**config.mk**
```make
export PLATFORM = sky130hd
export DESIGN_NAME = pr_timer
export DESIGN_NICKNAME = d
export VERILOG_FILES = /design/src/rtl/pr_timer.sv
export SDC_FILE = /design/constraint.sdc
export NUM_CORES = 1
export LEC_CHECK = 0
export CORE_UTILIZATION = 55
export DETAILED_ROUTE_END_ITERATION = 10
export MAX_ROUTING_LAYER = met4
export PLACE_DENSITY = 0.87
export SYNTH_ARGS = -nofsm -noshare
export SYNTH_HDL_FRONTEND = slang
export SYNTH_SLANG_ARGS = --single-unit
```
**constraint.sdc**
```tcl
create_clock -name clk -period 4.4 [get_ports clk]
set_clock_uncertainty 0.15 [all_clocks]
set_input_delay 0.44 -clock clk [delete_from_list [all_inputs] [get_ports clk]]
set_output_delay 0.44 -clock clk [all_outputs]
set_load 0.02 [all_outputs]
```
**src/rtl/pr_timer.sv**
```systemverilog
// Programmable interval timer on the processor bus: CTRL/PRESET/COUNT window,
// one-shot or auto-reload down-counter, level interrupt gated by IM.
module pr_timer #(
  parameter logic [31:0] BASE_ADDR = 32'h0000_7F00
) (
  input  logic        clk,
  input  logic        rst,
  input  logic [31:2] PrAddr,
  input  logic [3:0]  PrBe,
  input  logic [31:0] PrWD,
  output logic [31:0] PrRD,
  output logic        hit,
  output logic        irq
);

  localparam logic [29:0] BASE_WORD = BASE_ADDR[31:2];

  typedef enum logic [1:0] {
    IDLE = 2'd0,
    LOAD = 2'd1,
    CNT  = 2'd2,
    INT  = 2'd3
  } state_t;

  state_t      state_reg, state_next;
  logic [3:0]  ctrl_reg;
  logic [31:0] preset_reg, preset_next;
  logic [31:0] count_reg, count_next;
  logic        pend_reg, pend_next;
  logic        pend_set;
  logic        en_clr;

  logic [29:0] word_off;
  logic [1:0]  sel;
  logic        wr, wr_ctrl, wr_preset;

  logic        en;
  logic [1:0]  mode;

  assign en   = ctrl_reg[0];
  assign mode = ctrl_reg[2:1];

  // Offset relative to the window base; anything past the third word misses.
  assign word_off  = PrAddr - BASE_WORD;
  assign hit       = (word_off < 30'd3);
  assign sel       = word_off[1:0];
  assign wr        = hit && (PrBe != 4'd0);
  assign wr_ctrl   = wr && (sel == 2'd0);
  assign wr_preset = wr && (sel == 2'd1);

  genvar gi;
  generate
    for (gi = 0; gi < 4; gi++) begin : g_preset_byte
      assign preset_next[8*gi +: 8] = (wr_preset && PrBe[gi]) ? PrWD[8*gi +: 8]
                                                              : preset_reg[8*gi +: 8];
    end
  endgenerate

  always_comb begin
    PrRD = '0;
    if (hit) begin
      case (sel)
        2'd0:    PrRD = {28'd0, ctrl_reg};
        2'd1:    PrRD = preset_reg;
        2'd2:    PrRD = count_reg;
        default: PrRD = '0;
      endcase
    end
  end

  assign irq = pend_reg & ctrl_reg[3];

  always_ff @(posedge clk or negedge rst) begin
    if (!rst) begin
      state_reg <= IDLE;
    end else begin
      state_reg <= state_next;
    end
  end

  always_comb begin
    state_next = state_reg;
    count_next = count_reg;
    pend_next  = pend_reg;
    pend_set   = 1'b0;
    en_clr     = 1'b0;
    case (state_reg)
      IDLE: begin
        if (en) state_next = LOAD;
      end
      LOAD: begin
        count_next = preset_reg;
        if (!en) begin
          state_next = IDLE;
        end else if (preset_reg == 32'd0) begin
          state_next = INT;
          pend_set   = 1'b1;
        end else begin
          state_next = CNT;
        end
      end
      CNT: begin
        if (!en) begin
          state_next = IDLE;
        end else begin
          if (count_reg != 32'd0) count_next = count_reg - 32'd1;
          if (count_reg <= 32'd1) begin
            state_next = INT;
            pend_set   = 1'b1;
          end
        end
      end
      INT: begin
        if (mode == 2'b01) begin
          state_next = LOAD;
          pend_next  = 1'b0;
        end else begin
          state_next = IDLE;
          en_clr     = 1'b1;
        end
      end
      default: state_next = IDLE;
    endcase
    // A fresh expiry outranks the acknowledge carried by a CTRL store.
    if (pend_set) begin
      pend_next = 1'b1;
    end else if (wr_ctrl) begin
      pend_next = 1'b0;
    end
  end

  always_ff @(posedge clk or negedge rst) begin
    if (!rst) begin
      ctrl_reg   <= 4'd0;
      preset_reg <= 32'd0;
      count_reg  <= 32'd0;
      pend_reg   <= 1'b0;
    end else begin
      // CPU data for CTRL wins over the one-shot auto-disable.
      if (wr_ctrl && PrBe[0]) begin
        ctrl_reg <= PrWD[3:0];
      end else if (en_clr) begin
        ctrl_reg[0] <= 1'b0;
      end
      preset_reg <= preset_next;
      count_reg  <= count_next;
      pend_reg   <= pend_next;
    end
  end

endmodule

```
== Word-level counts from Yosys, hierarchy flattened ==
Index checks and enable logic that the tools add are counted.

* Logic and storage cells: 69
* Output and inout bits: 34
* Register bits: 71
* Bits of input ports: 68

* Reductions and logical operators: 20
* Mux-type cells: 25
* Add/subtract/negate cells: 2
* Magnitude comparators: 2
* Bitwise logic cells: 1
* Equality and inequality tests: 10

{| class="wikitable"
|+ Operator list
! operator !! number
|-
| $mux W32 || 3
|-
| $pmux W32 S3 || 1
|-
| $pmux W32 S2 || 1
|-
| $le A32 B1 Y1 const B || 1
|-
| $logic_not A32 Y1 || 1
|-
| $reduce_bool A32 Y1 || 1
|-
| $sub A32 B1 Y32 const B || 1
|-
| $lt A30 B2 Y1 const B || 1
|-
| $sub A30 B13 Y30 const B || 1
|-
| $mux W1 || 14
|-
| $logic_and A1 B1 Y1 || 8
|-
| $mux W2 || 4
|-
| $pmux W2 S4 || 1
|-
| $eq A2 B1 Y1 const B || 3
|-
| $eq A2 B2 Y1 const B || 3
|-
| $ne A2 B2 Y1 const B || 3
|-
| $reduce_bool A3 Y1 || 2
|-
| $logic_not A2 Y1 || 2
|-
| $reduce_and A2 Y1 || 2
|-
| $reduce_bool A2 Y1 || 2
|-
| $reduce_bool A4 Y1 || 1
|-
| $ne A3 B3 Y1 const B || 1
|-
| $reduce_and A3 Y1 || 1
|-
| $pmux W1 S2 || 1
|-
| $and A1 B1 Y1 || 1
|}

== Depth between registers and ports, before layout ==
* Depth in word-level cells: 6
* Depth in mapped cells: 10
* Mapped depth without buffers: 8

== Worst setup path before layout ==
Ideal clock, no wire load.

* Kind: reg2reg
* Start point: register count_reg[0]
* End point: register count_reg[24]
* Required time: 4.129 ns
* Cell stages (with the launch flop): 10
* Path buffers: 1
* Period minus slack after synthesis: 2.905 ns
* Arrival: 2.634 ns
* Setup slack: 1.495 ns
* Setup time: 0.121 ns
* Cell sequence: dfrtp_1 -> clkbuf_1 -> inv_1 -> ha_1 -> or3b_4 -> or4b_4 -> a2111oi_4 -> nand3_2 -> and2_1 -> o22a_1

* Cells in the longest elaborated chain, start to end: 4
* Elaborated cells between the ends (all ways): 7
* Those cells by class: add/sub: 1; eq/ne: 1; mux: 3; reduce/logical: 2

{| class="wikitable"
|+ RTL lines
! item !! RTL line !! text
|-
| start: declaration || 28 || <nowiki>logic [31:0] count_reg, count_next;</nowiki>
|-
| start signal: assignment || 146 || <nowiki>count_reg <= count_next;</nowiki>
|-
| $sub A32 B1 Y32 || 106 || <nowiki>if (count_reg != 32'd0) count_next = count_reg - 32'd1;</nowiki>
|-
| $mux W32 || 106 ||
|-
| $mux W32 || 103 || <nowiki>if (!en) begin</nowiki>
|-
| $pmux W32 S2 || 87 || <nowiki>case (state_reg)</nowiki>
|}

Parallel ways exist; a longest one is shown, timed or not. The select of a mux whose other input is x is not followed.
A chain may end at the register's enable or synchronous reset.

== Worst setup path in the final report ==
* Start point: input port PrAddr[2] in the netlist's numbering
* End point: output port PrRD[7]

* Cells in the longest elaborated chain, start to end: 4
* Elaborated cells between the ends (all ways): 7
* Those cells by class: add/sub: 1; order compare: 1; eq/ne: 2; mux: 2; reduce/logical: 1

{| class="wikitable"
|+ RTL lines
! item !! RTL line !! text
|-
| start: declaration || 8 || <nowiki>input logic [31:2] PrAddr,</nowiki>
|-
| $sub A30 B13 Y30 (*) || 44 || <nowiki>assign word_off = PrAddr - BASE_WORD;</nowiki>
|-
| parallel branches: the longest is 2 deep, another holds $lt A30 B2 Y1 || -- ||
|-
| $mux W32 (*) || 61 || <nowiki>if (hit) begin</nowiki>
|-
| end: declaration || 11 || <nowiki>output logic [31:0] PrRD,</nowiki>
|}

Every way passes the cells marked *.

==> metrics.txt <==
run status complete, no violations; critical path type input pin to primary output; Root Driver clkbuf_8; Slew headroom 25.65%; setup TNS 0 ps; syn_nets 539; deepest clock path buffer count 2; Post-CTS Repair Setup Buffers 0; Worst Path Max Fanout 18; initial antenna violation count 0; hold buffer count at CTS 0; Worst Setup Start Kind input pin; share of cells above drive strength 1 13.60%; nets@finish 629; Die Y 91.12 um; CTS tree done; Hold Path Class input pin to asynchronous set/reset pin; die width 91.12 um; crit path DAT 2950 ps; overall routing resource usage 32.34%; CTS buffer count 9; RSZ-0062 raised after global routing false; Synth cell types 62; DIE AREA 8302 um^2; vias in the first global route 4,148; final wirelength 12.45 mm; Area growth syn-to-layout 29.85%; largest net degree at the start of global routing 40; CP Data Required Time 3810 ps; final setup fails 0; dpl ws 884.8 ps; synthesized area 4368 um^2; sequential area share after synthesis 40.68%; CTS Sinks 71; syn_area_per_cell 9.414 um^2; Vias/cell 6.427; Vias 4,248; initial drt markers 415; global-route wire length before repair 20.62 mm; WL per Instance 18.83 um; final worst-path cycle share 80.51%; Primary FF master, synth dfrtp_1; Core ar. 7687 um^2; post-synthesis register bit count 71; final hold vios 0; max-slew violation count 0; DRT Pass-1 Iters 5; htree depth 3; Yosys Warn Count 0; Fmax achieved 0.2823 GHz; diode count 0; DRC viols 0; post-DP HPWL 8.911 mm; Least-Margin Pin Slew 1115 ps; PostCTS Resize Cnt 0; Placer Congestion 0.9473; I/O Buffers 101; antenna-violating nets left 0; final setup margin 857.7 ps; CP endpoint kind primary output; Final min period 3542 ps; Site Rows 32; Cells after Synth 464; io pins 102; gr ovfl total 0; CTS clk-pin slew, worst paths 80 ps; Post-synth EDFFs 0; max cap viols 0; leak pwr 2.363 nW; Power Density 236.9 nW/um^2; asr flop ratio synth 100.0%; worst vdd ir 0.0001687 V; Clk Latency, worst-skew pair 350 ps; initial core utilization 56.82%
[logic make-up after synthesis]
family / Yosys count / share of synthesized area, %
fa+ha+maj: 7 / 2.005
buf+inv: 41 / 3.953
xor+xnor: 11 / 2.206
compound gates: 103 / 17.79
flops: 71 / 40.68
mux: 39 / 9.911
simple gates: 192 / 23.46
[per-stage QoR]
| step | cell area (um^2) | utilization, % | hold slack, ps | power (mW) | cells |
|---|---|---|---|---|---|
| 6_report | 5672 | 73.78 | 54.86 | 1.344 | 661 |
| 5_1_grt | 5672 | 73.78 | 123.4 | 1.380 | 661 |
| 4_1_cts | 5672 | 73.78 | 74.36 | 1.343 | 661 |
| 3_5_place_dp | 5440 | 70.77 | 380.2 | 0.7580 | 645 |
| 3_3_place_gp | 5440 | 70.77 | 365.6 | 0.7554 | 645 |
| 2_1_floorplan | 4368 | - | -5.591 | 0.6796 | 464 |
[cell usage in the layout, fill, tap and decap left out, drive strengths merged, types with 10 or more instances in the layout]
master,netlist,routed
nor2,64,64
a21oi,20,20
a22oi,29,29
buf,7,11
dfrtp,71,71
nand2,23,23
nand4,15,15
nand3,13,13
clkbuf,25,11
nor3,15,15
a211oi,10,10
clkdlybuf4s50,0,100
mux2,34,34
nor4,24,24
[power breakdown]
part	switching [mW]	internal [mW]	total, mW	leakage, nW
clock network	0.249	0.349	0.598	0.112
registers	0.0000294	0.652	0.652	0.978
logic	0.0362	0.0568	0.0930	1.27
total	0.286	1.06	1.34	2.36
[layout make-up]
cell class / count / area [um^2]
Multi-Input combinational cell: 352 / 2421
Fill cell: 571 / 2016
Sequential cell: 71 / 1777
Timing Repair Buffer: 111 / 1081
Clock buffer: 11 / 151.4
Tap cell: 102 / 127.6
Clock inverter: 5 / 80.08
Inverter: 9 / 33.78
[cell usage after synthesis (3+ instances only)]
| cell type | n | area share (%) |
|---|---|---|
| nor3_1 | 15 | 1.7 |
| a211oi_1 | 9 | 1.5 |
| clkbuf_1 | 25 | 2.1 |
| nand4_1 | 15 | 2.1 |
| xor2_1 | 9 | 1.8 |
| a22oi_1 | 29 | 5.0 |
| inv_1 | 9 | 0.77 |
| and2_1 | 7 | 1.0 |
| buf_4 | 5 | 0.86 |
| dfrtp_1 | 71 | 41 |
| nor4_1 | 22 | 3.2 |
| nand2_1 | 23 | 2.0 |
| o21ai_0 | 5 | 0.57 |
| and4_1 | 3 | 0.60 |
| and3_1 | 3 | 0.43 |
| nor2_1 | 64 | 5.5 |
| mux2i_1 | 5 | 1.1 |
| mux2_2 | 34 | 8.8 |
| o211ai_1 | 4 | 0.69 |
| nand3_1 | 12 | 1.4 |
| ha_1 | 7 | 2.0 |
| o32ai_1 | 6 | 1.2 |
| nand3b_1 | 5 | 0.86 |
| nor2b_1 | 5 | 0.72 |
| a21oi_1 | 20 | 2.3 |
| a311oi_1 | 4 | 0.80 |
| o2bb2ai_1 | 3 | 0.60 |
[critical path, stage by stage]
cell and delay, ps:
clkdlybuf4s50_1 750, nor2b_2 550, buf_4 340, a22oi_1 130, nor2_1 120, clkdlybuf4s50_1 610
[path summary, 6_finish.rpt]
path / start / to / slack, ps / cells after the start
setup / recovery: PrAddr[2] / PrRD[7] / 860 / 6
hold / removal: rst / preset_reg[25] / 50 / 1
setup reg to reg: count_reg[0] / count_reg[12] / 1140 / 10
hold reg to reg: ctrl_reg[3] / ctrl_reg[3] / 390 / 1
max in group asynchronous: rst / count_reg[14] / 3080 / 2
min in group clk: ctrl_reg[3] / ctrl_reg[3] / 390 / 1
[layer usage]
layer | global-route usage, % | wire (um) | vias up
li1 | - | - | 1936
met1 | 41.93 | 5149 | 2056
met2 | 50.69 | 5891 | 229
met3 | 5.779 | 1137 | 27
met4 | 12.57 | 271 | 0
met5 | - | 0 | -
(Power assumes the default switching activity.)
